### config.mk
export PLATFORM = sky130hd
export DESIGN_NAME = serial_adder
export DESIGN_NICKNAME = d
export VERILOG_FILES = /design/src/rtl/adder_pkg.sv /design/src/rtl/full_adder.sv /design/src/rtl/serial_adder.sv
export SDC_FILE = /design/constraint.sdc
export NUM_CORES = 1
export LEC_CHECK = 0
export CAP_MARGIN = 20
export CORE_MARGIN = 2
export CORE_UTILIZATION = 30
export DETAILED_ROUTE_END_ITERATION = 8
export DONT_BUFFER_PORTS = 1
export PLACE_DENSITY = 0.55
export REMOVE_ABC_BUFFERS = 1
export SYNTH_ARGS = -nofsm -noshare
export SYNTH_HDL_FRONTEND = slang
export SYNTH_SLANG_ARGS = --single-unit
### constraint.sdc
create_clock -name clk -period 1.6 [get_ports clk]
set_input_delay 0.24 -clock clk [delete_from_list [all_inputs] [get_ports clk]]
set_output_delay 0.24 -clock clk [all_outputs]
set_load 0.01 [all_outputs]
### src/rtl/adder_pkg.sv
// Shared types and constants for the digit-serial adder/subtractor.
// Holds the FSM state encoding, operation mode codes and the counter-width helper.
package adder_pkg;

    typedef enum logic [1:0] {
        IDLE = 2'd0,
        BUSY = 2'd1,
        DONE = 2'd2
    } state_e;

    localparam logic MODE_ADD = 1'b0;
    localparam logic MODE_SUB = 1'b1;

    // Digit counter width; a single-digit configuration still needs one bit.
    function automatic int clog2(input int n);
        return ($clog2(n) < 1) ? 1 : $clog2(n);
    endfunction

endpackage

### src/rtl/full_adder.sv
// One-bit full adder cell; chained DIGIT times to form the ripple slice.
module full_adder (
    input  logic a,
    input  logic b,
    input  logic cin,
    output logic sum,
    output logic cout
);

    assign sum  = a ^ b ^ cin;
    assign cout = (a & b) | (cin & (a ^ b));

endmodule

### src/rtl/serial_adder.sv
// Digit-serial adder/subtractor: DIGIT bits per clock through a ripple slice,
// valid/ready handshakes on both the operand and result sides.
module serial_adder
    import adder_pkg::*;
#(
    parameter int WIDTH = 8,
    parameter int DIGIT = 1
) (
    input  logic             clk,
    input  logic             rst,
    input  logic             in_valid,
    output logic             in_ready,
    input  logic [WIDTH-1:0] a,
    input  logic [WIDTH-1:0] b,
    input  logic             cin,
    input  logic             sub,
    output logic             out_valid,
    input  logic             out_ready,
    output logic [WIDTH-1:0] sum,
    output logic             cout,
    output logic             overflow
);

    localparam int NDIG = WIDTH / DIGIT;
    localparam int CW   = clog2(NDIG);

    if ((DIGIT < 1) || (WIDTH % DIGIT != 0)) begin : g_bad_digit
        $error("serial_adder: WIDTH (%0d) must be a multiple of DIGIT (%0d)", WIDTH, DIGIT);
    end

    state_e           state_q;
    logic [WIDTH-1:0] a_q, b_q, acc_q, sum_q;
    logic [CW-1:0]    cnt_q;
    logic             carry_q, cout_q, ovf_q, out_valid_q;

    logic [DIGIT:0]   chain;
    logic [DIGIT-1:0] slice_sum;
    logic [WIDTH-1:0] acc_d;
    logic             last_digit;

    // Ripple slice over the lowest digit of the shifting operand registers.
    assign chain[0] = carry_q;
    for (genvar i = 0; i < DIGIT; i++) begin : g_slice
        full_adder u_fa (
            .a    (a_q[i]),
            .b    (b_q[i]),
            .cin  (chain[i]),
            .sum  (slice_sum[i]),
            .cout (chain[i+1])
        );
    end

    // Digits enter the accumulator at the top, so after NDIG steps it is in place.
    if (NDIG == 1) begin : g_single
        assign acc_d = slice_sum;
    end else begin : g_shift
        assign acc_d = {slice_sum, acc_q[WIDTH-1:DIGIT]};
    end

    assign last_digit = (cnt_q == CW'(NDIG - 1));

    // NOTE: in_ready is a pure decode of the state register, so it needs no flop
    // and cannot disagree with the state that actually samples in_valid.
    assign in_ready  = (state_q == IDLE);
    assign out_valid = out_valid_q;
    assign sum       = sum_q;
    assign cout      = cout_q;
    assign overflow  = ovf_q;

    // NOTE: all state here uses non-blocking assignments so every register
    // samples the pre-edge values of its neighbours, e.g. acc_d uses the old acc_q.
    always_ff @(posedge clk) begin
        if (rst) begin
            state_q     <= IDLE;
            a_q         <= '0;
            b_q         <= '0;
            acc_q       <= '0;
            sum_q       <= '0;
            cnt_q       <= '0;
            carry_q     <= 1'b0;
            cout_q      <= 1'b0;
            ovf_q       <= 1'b0;
            out_valid_q <= 1'b0;
        end else begin
            case (state_q)
                IDLE: begin
                    if (in_valid) begin
                        // Subtraction is folded into the operands: a + ~b + 1.
                        a_q     <= a;
                        b_q     <= (sub == MODE_SUB) ? ~b : b;
                        carry_q <= (sub == MODE_SUB) ? 1'b1 : cin;
                        cnt_q   <= '0;
                        state_q <= BUSY;
                    end
                end
                BUSY: begin
                    a_q     <= a_q >> DIGIT;
                    b_q     <= b_q >> DIGIT;
                    acc_q   <= acc_d;
                    carry_q <= chain[DIGIT];
                    cnt_q   <= cnt_q + 1'b1;
                    if (last_digit) begin
                        sum_q       <= acc_d;
                        cout_q      <= chain[DIGIT];
                        ovf_q       <= chain[DIGIT] ^ chain[DIGIT-1];
                        out_valid_q <= 1'b1;
                        state_q     <= DONE;
                    end
                end
                DONE: begin
                    if (out_ready) begin
                        out_valid_q <= 1'b0;
                        state_q     <= IDLE;
                    end
                end
                default: begin
                    out_valid_q <= 1'b0;
                    state_q     <= IDLE;
                end
            endcase
        end
    end

endmodule

Word level (Yosys, flattened, before mapping):

Index checks and enable logic that the tools add are counted.

* $add $sub $neg: 1
* eq/ne operators: 6
* reductions and logical operators: 6
* bitwise operators: 8
* mux-type cells: 17

Operators by type and width (number)
* case mux 8 bit (2 select lines): 2
* two-way mux 8 bit: 3
* NOT 8 bit: 1
* two-way mux 2 bit: 3
* != test 2 bit, second input constant: 3
* case mux 2 bit (3 select lines): 1
* case mux 3 bit (2 select lines): 1
* AND reduction 3 bit: 2
* two-way mux 1 bit: 4
* AND reduction 2 bit: 2
* adder 3 x 1 -> 3 bit, second input constant: 1
* equality test 3 bit, second input constant: 1
* two-way mux 3 bit: 1
* case mux 1 bit (3 select lines): 1
* XOR 1 bit: 3
* AND 1 bit: 2
* equality test 2 x 1 -> 1 bit, second input constant: 1
* equality test 2 bit, second input constant: 1
* zero test 2 bit: 1
* case mux 1 bit (2 select lines): 1
* nonzero test 2 bit: 1
* NOT 1 bit: 1
* bitwise OR 1 bit: 1

* bits in registers: 41
* logic and storage cells: 48

Logic depth before layout (Yosys ltp):

Gate-level depths: netlist (run 1).

* depth in word-level cells: 4
* depth in mapped cells: 6
* depth with buffers taken out: 5

Cells and area by module:

From an unflattened synthesis (run 1), not the netlist that was laid out.

* cells, all modules: 199
* area, all modules: 1719.1 sq um

Modules (own cells, without submodules)
* serial_adder: instances 1, area an instance 1699.1 sq um, cells each 198
* full_adder: instances 1, area an instance 20.0 sq um, cells each 1

Least setup slack after synthesis (run 1):

No wires, ideal clock.

* kind: reg2reg
* start: reg cnt_q[0]
* end: reg state_q[1]
* buffers on the path: 1
* slack: 0.285 ns
* data arrival time: 1.188 ns
* stages on the path, launching flop included: 7
* cell sequence: dfxtp_1 ha_1 ha_1 and3b_1 buf_6 a21oi_1 nor2_1

* cells in the longest elaborated chain, start to end: 3

RTL lines
* from (decl): line serial_adder.sv:33 `logic [CW-1:0] cnt_q;`
* from (signal assigned): line serial_adder.sv:101 `cnt_q <= cnt_q + 1'b1;`
* equality test 3 bit: line serial_adder.sv:60 `assign last_digit = (cnt_q == CW'(NDIG - 1));`
* != test 2 bit (no source line)
* AND reduction 3 bit (no source line)
* to (signal assigned): line serial_adder.sv:74 `state_q <= IDLE;`
* to (signal assigned): line serial_adder.sv:93 `state_q <= BUSY;`
* to (signal assigned): line serial_adder.sv:107 `state_q <= DONE;`
* to (decl): line serial_adder.sv:31 `state_e state_q;`

No other way between the ends.
A chain may end at the register's enable or synchronous reset.

Worst setup path after layout (run 1):

* start: reg cnt_q[0]
* end: reg ovf_q, in the netlist overflow

* cells in the longest elaborated chain, start to end: 2

RTL lines
* equality test 3 bit: line serial_adder.sv:60
* AND reduction 2 bit (no source line)
* to (signal assigned): line serial_adder.sv:105 `ovf_q <= chain[DIGIT] ^ chain[DIGIT-1];`
* to (decl): line serial_adder.sv:34 `logic carry_q, cout_q, ovf_q, out_valid_q;`

No other way between the ends.

==> impl_metrics.json, run 1 <==
{
  "cpPeakStageDelay_ns": 0.36,
  "reg2reg_from": "cnt_q[0]$_SDFFE_PP0P_",
  "p_comb_share_pct": 10.1,
  "ys_seq_area_share_pct": 46.8,
  "drive_gt1_share_pct": 9.42,
  "drc_errors": 0,
  "crit_end": "overflow$_SDFFE_PP0P_",
  "instances_no_fill": 263,
  "antenna_found_initial": 0,
  "cts-htree-levels": 2,
  "num-nets-final": 215,
  "fin_crit_ns": 1.41,
  "ys_warn_count": 0,
  "syn_area_per_cell_sq_um": 8.96,
  "cp.required_ns": 1.81,
  "area_growth_syn_to_layout_pct": 8.11,
  "num_rows": 27,
  "grt_max_degree": 22,
  "p_int_uw": 1440,
  "p_sw_uw": 502,
  "p_per_area_nw_per_um2": 1050,
  "clk_pin_slew_worst_paths_ns": 0.08,
  "grt_pass1_vias": 1221,
  "pin_count": 34,
  "ir_worst_vdd_mv": 0.503,
  "fin_worst_skew_ns": 0.00548,
  "final_common_cell": "dfxtp_1",
  "worst_path_most_repeated_cell": "ha_1",
  "port_buffers": 0,
  "start_kind": "flip-flop",
  "clockBufferDepth": 2,
  "cts_setup_buffers": 0,
  "antenna_left": 0,
  "diodes": 0,
  "tightestPinTransition_ns": 0.726,
  "hpwlAfterDp_um": 2300,
  "ys_ff_latch": 40,
  "final_cell_mix": "dfxtp_1, nand2_1, nor2_1",
  "grtUsageTotal_pct": 12.0,
  "crit_type": "reg2reg",
  "setup_viol": 0,
  "hold_violations": 0,
  "via_count": 1291,
  "clock_sinks": 40,
  "insertion_delay_ns": 0.29,
  "power.leakage_uw": 0.000631,
  "die_area_sq_um": 6330,
  "power_uw": 1940,
  "utilization_pct": 33.6,
  "maxSlewHeadroom_pct": 51.4,
  "hold_ws_ns": 0.00885,
  "place_congestion": 0.723,
  "slew_violations": 0,
  "fin_crit_sh_pct": 88.4,
  "status": "completed",
  "rsz0062_at_grt": "no",
  "end_kind": "flip-flop",
  "cts_tree": "built",
  "grt_pass1_wl_um": 5840,
  "cts_root_buffer": "clkbuf_8",
  "routed_via_density": 4.91,
  "p_clk_share_pct": 34.7,
  "worstPathCellList": "ha_1, ha_1, and3b_2, nor2_1, a211oi_1",
  "worstPathArrival_ns": 1.63,
  "core_area_sq_um": 5510,
  "dp_cells": 252,
  "die_h_um": 79.5,
  "cts_buffers": 5,
  "synth_area_sq_um": 1710,
  "wl_per_cell_um": 13.3,
  "critPathMaxFanout": 12,
  "first_iter_violations": 65,
  "overflow": 0,
  "synth_cell_type_count": 31,
  "r2r_slack_ns": 0.19,
  "seq_power_share_pct": 55.2,
  "start_util_pct": 31.1,
  "drv_cap": 0,
  "fp.dieW_um": 79.5,
  "firstDrtPassIters": 4,
  "sw_frac_of_total_pct": 25.9,
  "drt_wl_total_um": 3490,
  "cp_slowest_cell": "dfxtp_1",
  "r2r-end": "overflow$_SDFFE_PP0P_",
  "netlist_instances": 191,
  "hold_class": "in2reg",
  "r2r_cells": 5,
  "crit_start": "cnt_q[0]$_SDFFE_PP0P_",
  "clock.fmax_mhz": 707
}
==> routing by layer <==
layer | up-vias | share of wire, % | GRT usage (%)
met5 | - | 0 | 0
li1 | 660 | - | -
met2 | 32 | 47 | 18.6
met4 | 0 | 1.7 | 5.69
met3 | 7 | 4.8 | 3.51
met1 | 592 | 47 | 15.3
==> Yosys cell counts <==
library cell | n | area (sq um)
ha_1 | 2 | 25.0
a211oi_1 | 9 | 67.6
nand2b_1 | 3 | 18.8
o21ai_1 | 1 | 5.00
xnor2_1 | 8 | 70.1
nand3b_2 | 1 | 11.3
and3b_1 | 1 | 8.76
buf_4 | 5 | 37.5
dfxtp_1 | 40 | 801
a21oi_1 | 18 | 90.1
o2bb2ai_1 | 5 | 43.8
nor3b_2 | 1 | 12.5
o22ai_1 | 9 | 56.3
o21bai_4 | 1 | 18.8
a2bb2oi_1 | 1 | 8.76
a22oi_1 | 11 | 82.6
clkbuf_1 | 5 | 18.8
o21ai_0 | 1 | 5.00
nor3b_1 | 1 | 7.51
buf_2 | 2 | 10.0
buf_6 | 3 | 33.8
nor2_1 | 23 | 86.3
mux2i_1 | 1 | 10.0
nand2_1 | 32 | 120
inv_1 | 1 | 3.75
fa_1 | 1 | 20.0
xor2_1 | 1 | 8.76
o21ba_2 | 1 | 10.0
or4b_1 | 1 | 10.0
nor2b_1 | 1 | 6.26
inv_2 | 1 | 3.75
==> layout make-up <==
cell class / count / area [sq um]
fill: 586 / 3660
sequential: 40 / 801
timing repair buffer: 7 / 60.1
clock inverter: 3 / 18.8
multi-input combinational: 134 / 805
inverter: 2 / 7.51
clock buffer: 5 / 68.8
tap: 72 / 90.1
==> worst min path at each step <==
stage                            endpoint  slack (ns)  from  depth (start not counted)
finish              acc_q[3]$_SDFFE_PP0P_       0.009   rst                          1
global route        cnt_q[0]$_SDFFE_PP0P_      0.0008   rst                          1
CTS                   a_q[6]$_SDFFE_PP0P_      0.0003   rst                          1
detailed placement      cout$_SDFFE_PP0P_        0.32   rst                          1
global placement    acc_q[3]$_SDFFE_PP0P_        0.32   rst                          1
floorplan           acc_q[1]$_SDFFE_PP0P_        0.31   rst                          1
==> registers in the layout, indices dropped and copies added, names as in the netlist <==
register / count
a_q: 8
acc_q: 7
b_q: 8
carry_q: 1
cnt_q: 3
cout: 1
out_valid: 1
overflow: 1
state_q: 2
sum: 8
==> power by group through the flow <==
stage | Sequential, uW | Combinational (uW) | Clock (uW)
2_1_floorplan | 1090 | 137 | 0
3_3_place_gp | 1100 | 181 | 0
3_5_place_dp | 1090 | 180 | 0
4_1_cts | 1070 | 194 | 697
5_1_grt | 1080 | 228 | 735
6_report | 1070 | 197 | 673
==> worst max-delay path: cells and delay by family, from the launching register on <==
kind / cells / cell delay [ns]
flops: 1 / 0.36
fa+ha+maj: 2 / 0.37
simple gates: 2 / 0.42
compound gates: 1 / 0.19
==> stage by stage <==
step / TNS, ns / worst slack (ns) / cell area [sq um]
after global placement: 0 / 0.131 / 1730
after floorplan: -0.602 / -0.0782 / 1610
after global routing: 0 / 0.0208 / 1850
after detailed placement: 0 / 0.0696 / 1730
final: 0 / 0.185 / 1850
after CTS: 0 / 0.0628 / 1840
==> logic make-up (layout without fill, tap and decap cells) <==
kind of cell    Yosys count  after routing  share of synthesized area, %
simple gates             64             64                          16.4
buf+inv                  17             17                          6.29
xor+xnor                  9              9                          4.61
mux                       1              1                         0.585
compound gates           57             57                          22.7
fa+ha+maj                 3              3                          2.63
flops                    40             40                          46.8
==> repair_timing <==
action                                  4_1_cts  5_1_grt
hold buffers                                  2        1
endpoints found under the setup margin        0       11
resized for setup                             0        1
hold endpoints to repair                     19        4
Note: power is estimated with default switching activity, not from simulation.
==> run 2: changes to the inputs <==
clock period = 1.57 ns   (was 1.6 ns; I/O delays follow)
==> run 2 against run 1 <==
Compared with the run above: non-clock buffer count is 1 higher; critical path depth unchanged; final cell count up 0.76%; cell area rose by 1.8%; sequential share of layout area decreased by 0.78 points; sequential cell count unchanged; clock skew is 0.0012 ns lower; die area is the same; combinational power rose by 6%; register-to-register slack barely moved.
==> impl_metrics.json, run 2 (same netlist as run 1, synthesis figures left out) <==
{
  "fin_worst_skew_ns": 0.00430,
  "hold_ws_ns": 0.0486,
  "final.fill_count": 583,
  "drt_wl_total_um": 3550,
  "drv_cap": 0,
  "r2r_cells": 5,
  "cp_slowest_cell": "dfxtp_1",
  "pin_count": 34,
  "antenna_left": 0,
  "status": "completed",
  "slew_violations": 0,
  "num-nets-final": 217,
  "worst_path_most_repeated_cell": "ha_1",
  "cts_tree": "built",
  "final_cell_mix": "dfxtp_1, nand2_1, nor2_1",
  "antenna_found_initial": 0,
  "area_growth_syn_to_layout_pct": 10.1,
  "cp.required_ns": 1.79,
  "cts_setup_buffers": 0,
  "diodes": 0,
  "final_common_cell": "dfxtp_1",
  "rsz0062_at_grt": "no",
  "drc_errors": 0,
  "wl_per_cell_um": 13.4,
  "cts-htree-levels": 2,
  "worstPathArrival_ns": 1.59,
  "reg2reg_from": "cnt_q[0]$_SDFFE_PP0P_",
  "firstDrtPassIters": 4,
  "power_uw": 1980,
  "crit_type": "reg2reg",
  "end_kind": "flip-flop",
  "cts_buffers": 5,
  "hold_violations": 0,
  "crit_start": "cnt_q[0]$_SDFFE_PP0P_",
  "grt_max_degree": 28,
  "die_area_sq_um": 6330,
  "ir_worst_vdd_mv": 0.518,
  "port_buffers": 0,
  "crit_end": "overflow$_SDFFE_PP0P_",
  "overflow": 0,
  "worstPathCellList": "ha_1, ha_1, and3b_2, nor2_1, a211oi_1",
  "insertion_delay_ns": 0.29,
  "drive_gt1_share_pct": 9.84,
  "grt_pass1_vias": 1225,
  "multi_input_area_sq_um": 813,
  "hold_class": "in2reg",
  "clock.fmax_mhz": 729,
  "start_util_pct": 31.1,
  "cpPeakStageDelay_ns": 0.36,
  "routed_via_density": 4.96,
  "setup_viol": 0,
  "clock_sinks": 40,
  "cts_root_buffer": "clkbuf_8",
  "fin_crit_sh_pct": 87.3,
  "place_congestion": 0.723,
  "ff_latch_area_sq_um": 801,
  "start_kind": "flip-flop",
  "power.leakage_uw": 0.000650,
  "p_per_area_nw_per_um2": 1050,
  "clockBufferDepth": 2,
  "via_count": 1314,
  "core_area_sq_um": 5510,
  "maxSlewHeadroom_pct": 73.2,
  "critPathMaxFanout": 6,
  "hpwlAfterDp_um": 2300,
  "num_rows": 27,
  "r2r_slack_ns": 0.20,
  "tightestPinTransition_ns": 0.402,
  "grtUsageTotal_pct": 12.0,
  "fp.dieW_um": 79.5,
  "r2r-end": "overflow$_SDFFE_PP0P_",
  "die_h_um": 79.5,
  "grt_pass1_wl_um": 5870,
  "fin_crit_ns": 1.37,
  "first_iter_violations": 76,
  "clk_pin_slew_worst_paths_ns": 0.08
}
==> run 2: cell types whose count changed in the layout (fill, tap and decap cells not counted), sizes merged <==
cell / previous run / this run
and3b: 1 / 2
clkbuf: 5 / 6
==> run 2: per-stage QoR <==
step           std cells  setup TNS, ns  setup slack, ns  area (sq um)  util, %
2_1_floorplan        176          -1.11           -0.108          1610        -
3_3_place_gp         252              0            0.101          1730     31.4
3_5_place_dp         252              0           0.0396          1730     31.4
4_1_cts              263              0           0.0279          1850     33.6
5_1_grt              265              0           0.0660          1880     34.2
6_report             265              0            0.199          1880     34.2
==> run 2: critical path: cells and delay by family (launching register included) <==
family	cells	cell delay, ns
and+or+nand+nor	2	0.35
AOI/OAI and AO/OA	1	0.19
adders and majority gates	2	0.40
DFF	1	0.36
==> run 2: where the power goes <==
group	total [uW]	switching, uW	internal [uW]
combinational	209	108	102
sequential	1090	31.8	1060
clock	683	373	310
total	1980	513	1470
==> run 2: cell type report <==
class                      instances  area share (%)
tap                               72            4.78
sequential                        40            42.5
inverter                           2           0.398
timing repair buffer               8            4.52
clock buffer                       5            3.65
multi-input combinational        135            43.2
clock inverter                     3           0.996
==> run 2: how the worst min path moves through the flow <==
stage	end	start	cells after the start
3_5_place_dp	cout$_SDFFE_PP0P_	rst	1
2_1_floorplan	acc_q[1]$_SDFFE_PP0P_	rst	1
5_1_grt	b_q[2]$_SDFFE_PP0P_	rst	1
6_report	b_q[6]$_SDFFE_PP0P_	rst	1
4_1_cts	b_q[6]$_SDFFE_PP0P_	rst	1
3_3_place_gp	acc_q[3]$_SDFFE_PP0P_	rst	1
==> run 2: per-layer routing <==
| metal | vias up | wire length (um) | GRT usage, % |
|---|---|---|---|
| met5 | - | 0 | 0 |
| met1 | 603 | 1640 | 15.5 |
| met3 | 7 | 179 | 3.51 |
| met4 | 0 | 61 | 5.69 |
| li1 | 666 | - | - |
| met2 | 38 | 1670 | 18.4 |
==> run 2: what timing repair did <==
action	4_1_cts	5_1_grt
gates resized for setup	0	1
hold endpoints to repair	27	0
hold buffers	3	0
setup endpoints to repair	0	11
